<file path="config.mk">
export PLATFORM = sky130hd
export DESIGN_NAME = bit_serial_ctrl
export DESIGN_NICKNAME = d
export VERILOG_FILES = /design/src/rtl/bit_serial_ctrl.sv
export SDC_FILE = /design/constraint.sdc
export NUM_CORES = 1
export LEC_CHECK = 0
export BUFFER_PORTS_ARGS = -buffer_cell sky130_fd_sc_hd__buf_4
export CAP_MARGIN = 20
export CORE_AREA = 5 5 42 44
export CTS_BUF_LIST = sky130_fd_sc_hd__clkbuf_4 sky130_fd_sc_hd__clkbuf_8 sky130_fd_sc_hd__clkbuf_16
export CTS_CLUSTER_SIZE = 14
export DETAILED_ROUTE_END_ITERATION = 8
export DIE_AREA = 0 0 47 49
export GPL_ROUTABILITY_DRIVEN = 0
export PLACE_DENSITY_LB_ADDON = 0.25
export SLEW_MARGIN = 20
export SYNTH_ARGS = -nofsm -noshare
export SYNTH_HDL_FRONTEND = slang
export SYNTH_SLANG_ARGS = --single-unit
</file>
<file path="constraint.sdc">
create_clock -name clk -period 1.4 [get_ports clk]
set_clock_uncertainty 0.1 [all_clocks]
set_input_delay 0.14 -clock clk [delete_from_list [all_inputs] [get_ports clk]]
set_output_delay 0.14 -clock clk [all_outputs]
set_load 0.05 [all_outputs]
</file>
<file path="src/rtl/bit_serial_ctrl.sv">
// Sequencer for the bit-serial ALU: IDLE -> LOAD -> WIDTH x SHIFT -> WRITE -> IDLE.
// Latency: start sampled at edge N gives LOAD at N+1, SHIFT N+2..N+WIDTH+1, WRITE/done at N+WIDTH+2.
// Backpressure: start is only sampled in IDLE (no queuing); optional BIT_SERIAL_CTRL_STEP_EN gates SHIFT with step.
module bit_serial_ctrl #(
    parameter int WIDTH = 4,
    parameter int CW    = $clog2(WIDTH)
) (
    input  logic          clk,
    input  logic          n_reset,
    input  logic          start,
`ifdef BIT_SERIAL_CTRL_STEP_EN
    input  logic          step,
`endif
    input  logic [1:0]    op,
    output logic          busy,
    output logic          done,
    output logic          load_en,
    output logic          carry_load,
    output logic          carry_init,
    output logic          shift_en,
    output logic          b_invert,
    output logic          b_zero,
    output logic [CW-1:0] bit_idx,
    output logic          result_we
);

    typedef enum logic [1:0] {
        S_IDLE  = 2'd0,
        S_LOAD  = 2'd1,
        S_SHIFT = 2'd2,
        S_WRITE = 2'd3
    } state_t;

    localparam logic [1:0]    OP_SUB   = 2'b01;
    localparam logic [1:0]    OP_INC   = 2'b11;
    localparam logic [CW-1:0] LAST_BIT = CW'(WIDTH - 1);

    state_t        state_q, state_d;
    logic [1:0]    op_q, op_d;
    logic [CW-1:0] cnt_q, cnt_d;
    logic          adv;

    // SHIFT advances every cycle unless single-stepping is built in.
`ifdef BIT_SERIAL_CTRL_STEP_EN
    assign adv = step;
`else
    assign adv = 1'b1;
`endif

    // Next-state, opcode latch and bit counter.
    always_comb begin
        state_d = state_q;
        op_d    = op_q;
        cnt_d   = cnt_q;
        unique case (state_q)
            S_IDLE: begin
                if (start) begin
                    op_d    = op;
                    state_d = S_LOAD;
                end
            end
            S_LOAD: begin
                cnt_d   = '0;
                state_d = S_SHIFT;
            end
            S_SHIFT: begin
                if (adv) begin
                    if (cnt_q == LAST_BIT) begin
                        cnt_d   = '0;
                        state_d = S_WRITE;
                    end else begin
                        cnt_d = cnt_q + 1'b1;
                    end
                end
            end
            S_WRITE: begin
                state_d = S_IDLE;
            end
            default: begin
                state_d = S_IDLE;
            end
        endcase
    end

    // State registers with synchronous active-low reset; reset aborts any operation.
    always_ff @(posedge clk) begin
        if (!n_reset) begin
            state_q <= S_IDLE;
            op_q    <= 2'b00;
            cnt_q   <= '0;
        end else begin
            state_q <= state_d;
            op_q    <= op_d;
            cnt_q   <= cnt_d;
        end
    end

    // Moore decode of the registered state; only shift_en sees step combinationally.
    assign busy       = (state_q != S_IDLE);
    assign load_en    = (state_q == S_LOAD);
    assign carry_load = (state_q == S_LOAD);
    assign carry_init = (state_q == S_LOAD) & ((op_q == OP_SUB) | (op_q == OP_INC));
    assign shift_en   = (state_q == S_SHIFT) & adv;
    assign bit_idx    = (state_q == S_SHIFT) ? cnt_q : '0;
    assign result_we  = (state_q == S_WRITE);
    assign done       = (state_q == S_WRITE);
    assign b_invert   = busy & (op_q == OP_SUB);
    assign b_zero     = busy & op_q[1];

endmodule
</file>
* After elaboration in Yosys (flattened, before gate mapping)
Index checks and enable logic that the tools add are counted.
** Word-level totals
- Input port bits :: 5
- Output and inout port bits :: 11
- Flip-flop bits (word level) :: 6
** Cells by class
- Reductions and logical operators :: 5
- Add/subtract/negate cells :: 1
- Bitwise operators :: 4
- Muxes and demuxes :: 6
- Equality and inequality tests :: 8
** Operator list (number)
- 2-bit equality test (second input constant) :: 4
- 2-bit two-way mux :: 4
- 2-bit one-hot mux with 4 select lines :: 1
- 2-bit by 1-bit equality test with 1-bit output (second input constant) :: 2
- 2-bit one-hot mux with 2 select lines :: 1
- 2-bit AND reduction :: 2
- 2-bit nonzero test :: 2
- 1-bit AND :: 3
- 2-bit by 1-bit adder with 2-bit output (second input constant) :: 1
- 2-bit zero test :: 1
- 2-bit by 1-bit != test with 1-bit output (second input constant) :: 1
- 2-bit != test (second input constant) :: 1
- 1-bit bitwise OR :: 1

* Logic depth before layout (Yosys ltp)
- Depth after elaboration :: 3
- Gate-level depth with buffers :: 5
- Depth with buffers taken out :: 5

* Worst setup path after synthesis
OpenSTA, ideal clock, no wires.
- Kind :: reg-to-output
- Start :: register state_q[0]
- End :: output port b_invert
- Data required time :: 1160 ps
- Data arrival time :: 1872 ps
- Stages on the path, launching flop included :: 4
- Setup slack :: -712 ps
- Cell sequence :: dfxtp_1 > inv_1 > ha_1 > nor3b_1
** Between the ends
- Longest elaborated chain between the ends :: 2
** RTL lines
- start, declared :: line 38 : state_t state_q, state_d;
- start signal, assigned :: line 92 : state_q <= state_d;
- 2-bit nonzero test :: line 99 : assign busy = (state_q != S_IDLE);
- 1-bit AND :: line 107 : assign b_invert = busy & (op_q == OP_SUB);
- end, declared :: line 21 : output logic b_invert,
No other way between the ends.

* Worst setup path after layout
- Start :: register state_q[1]
- End :: output port b_zero
** Between the ends
- Longest elaborated chain between the ends :: 2
** RTL lines
- 2-bit nonzero test :: line 99
- 1-bit AND :: line 108 : assign b_zero = busy & op_q[1];
- end, declared :: line 22 : output logic b_zero,
No other way between the ends.

==> flow_metrics.tcl <==
set metrics [dict create \
    class_of_the_tightest_hold_or_removal_check "in -> reg" \
    viasPerCell 4.463 \
    clock_sinks 6 \
    clockRootBuffer "clkbuf_4" \
    setup_viol 4 \
    slew_headroom_pct 84.74 \
    ir_drop_mv 0.7597 \
    synth.area.top_cells "dfxtp_1 (30%), ha_1 (22%), a21boi_0 (5.6%)" \
    dp_slack_ns 0.02689 \
    clock_power_share_pct 11.5 \
    dpl_cell_area_sq_um 558.0 \
    setup_slack_ns -0.02035 \
    layout.cells.most_common "buf_4" \
    final_antenna_net_count 0 \
    worst-path-max-fanout 3 \
    groute.layer.met3.usage_pct 3.690 \
    worstSetupStartpointType "flop" \
    synth_seq_cells 6 \
    groute.usage.overall_pct 9.238 \
    synthesis.area_sq_um 402.9 \
    die_width_microns 47 \
    netlist.top_cell.by_area "dfxtp_1" \
    cts_tree "yes" \
    tritoncts.num_buffers 3 \
    max_freq_ghz 0.7041 \
    worstSkewPairLatency_ns 0.25 \
    cts-htree-levels 1 \
    worst_path_largest_cell_delay_ns 0.33 \
    worstPathArrival_ns 1.18 \
    internal_power_uw 753.1 \
    groute.layer.met2.usage_pct 11.99 \
    cts.clk_slew.worst_paths_ns 0.05 \
    placement_rows 14 \
    diodes 0 \
    wirelength_microns 908 \
    synth_top_family_by_area "simple AND/OR/NAND/NOR gates" \
    p_leak_nw 0.3113 \
    mux_contribution_to_synthesized_area_pct 4.969 \
    floorplan.die_area_sq_um 2303 \
    layout.cells.most_common_list "buf_4 (10), nand2_1 (6), buf_8 (5)" \
    crit_path_start "state_q[1]" \
    slew_viol_final 0 \
    netlist.area_leader.share_pct 29.81 \
    drive_gt1_share_pct 57.81 \
    post_synth_xor_area_fraction_pct 0 \
    synth_cell_types 18 \
    critPathRequiredTime_ns 1.16 \
    p_sw_uw 653.1 \
    path_buf_inv 2 \
    finalHoldViolations 0 \
    yosys_warnings 0 \
    grt-busiest-layer "met2" \
    global_routing_usage_on_met1_pct 11.04 \
    dr.pass1.iters 1 \
    synth_seq_area_share_pct 29.81 \
    path_cells "inv_4 -> ha_4 -> and2b_2 -> buf_8" \
    detailroute.via_count 357 \
    layout.core_utilization_pct 50.36 \
    mappedNetlistNets 56 \
    cpLargestDelayFamily "flip-flops" \
    die-height_microns 49 \
    synth-adder-area-share_pct 21.74 \
    grt_pass1_vias 354 \
    timing.critical_path.to_type "output pin" \
    io_buf_count 15 \
    final_nets 78 \
    synthesis_to_layout_area_growth_pct 75.16 \
    cts_hold_buf 0 \
    kind_of_critical_path "reg -> out" \
    floorplan.initialDensity_pct 28.75 \
    slowest_stage "dfxtp_2" \
    post_synth_and_or_nand_nor_area_fraction_pct 23.60 \
    run_status "finished with violations" \
    grt_setup_unrepaired "yes" \
    globalRoute.totalOverflow 0 \
    clk_path_buf_depth 2 \
    period_needed_ns 1.420 \
    pin_count 16 \
    syn_area_per_cell_sq_um 9.157 \
    regToRegStartpoint "state_q[0]" \
    comb_power_share_pct 70.5 \
    hold_ws_ns 0.05412 \
    synthesis.instances 44 \
    core_area_sq_um 1401 \
    seqPwrFrac_pct 18.0 \
    synth_compound_area_share_pct 12.42 \
    worst_slew_pin_slew_ns 0.2259 \
    switching_share_pct 46.45 \
    cellPowerDensity_nw_per_um2 1993 \
    grt_pass1_wl_microns 1455 \
    dr.first_iter.drc_count 0 \
    maxCapViolations 0 \
    grt_start_max_net_pins 9 \
    antenna_violations_before_repair 0 \
    setup-tns-final_ns -0.06809 \
    worst_hold_startpoint "n_reset" \
    finalInstanceArea_sq_um 705.7 \
    drcViolationCount 0 \
    detail_route.wl_per_cell_microns 11.35 \
    violated_checks "negative setup slack" \
    fin_crit_sh_pct 101.5 \
]
[cells by family (layout without fill, tap and decap cells)]
| family | count (synthesis) | count (layout) |
|---|---|---|
| buffers and inverters | 6 | 26 |
| adders and majority gates | 7 | 7 |
| AOI/OAI and AO/OA | 6 | 6 |
| DFF | 6 | 6 |
| muxes | 2 | 2 |
| and+or+nand+nor | 17 | 17 |
[final timing paths]
| check | to | cells after the start | slack (ns) |
|---|---|---|---|
| hold / removal | cnt_q[0] | 2 | 0.05 |
| setup reg to reg | state_q[1] | 6 | 0.07 |
| hold reg to reg | op_q[0] | 2 | 0.39 |
| setup / recovery | b_zero | 4 | -0.02 |
[what timing repair did]
| item | CTS | global route |
|---|---|---|
| hold endpoints to repair | 0 | 0 |
| endpoints found under the setup margin | 6 | 9 |
| resized for setup | 25 | 3 |
| buffers inserted | 2 | 0 |
| pin swaps | 3 | 0 |
[synthesized netlist by cell type (all sizes together)]
master   instances
dfxtp            6
o21ai            1
a2bb2oi          1
o21a             1
nand3            3
nand2            6
nor4bb           1
nand2b           1
and2             3
inv              4
mux2i            2
ha               7
buf              2
a21boi           3
and2b            1
nor3b            1
nor2b            1
[worst register-to-register path: cells and delay by family (launching register included)]
family | cells | cell delay (ns)
compound gates | 1 | 0.17
fa+ha+maj | 1 | 0.17
buf+inv | 3 | 0.28
flops | 1 | 0.35
mux | 1 | 0.19
[state kept, by name, indices dropped and copies added, names as in the netlist]
register and flops:
op_q 2, cnt_q 2, state_q 2
[cell type report]
class | count | area, sq um
Fill cell | 135 | 695.7
Multi-Input combinational cell | 32 | 322.8
Timing Repair Buffer | 19 | 195.2
Sequential cell | 6 | 122.6
Clock buffer | 3 | 22.52
Inverter | 4 | 22.52
Tap cell | 16 | 20.02
[power groups by stage]
stage | sequential (mW) | clock, mW | combinational, mW
after floorplan | 0.241 | 0 | 0.593
after global placement | 0.233 | 0 | 0.780
after detailed placement | 0.233 | 0 | 0.778
after CTS | 0.251 | 0.174 | 0.961
after global routing | 0.257 | 0.188 | 1.06
final | 0.252 | 0.162 | 0.992
[through the flow]
| step | total power, mW | cells |
|---|---|---|
| detailed placement | 1.011 | 75 |
| CTS | 1.386 | 80 |
| floorplan | 0.8344 | 44 |
| global route | 1.508 | 80 |
| global placement | 1.012 | 75 |
| finish | 1.406 | 80 |
[routing by layer]
metal | up-vias | wire length (microns)
li1 | 185 | -
met2 | 14 | 430
met5 | - | 0
met3 | 4 | 85
met1 | 154 | 363
met4 | 0 | 29
No activity file was read; power rests on OpenSTA's default activity.
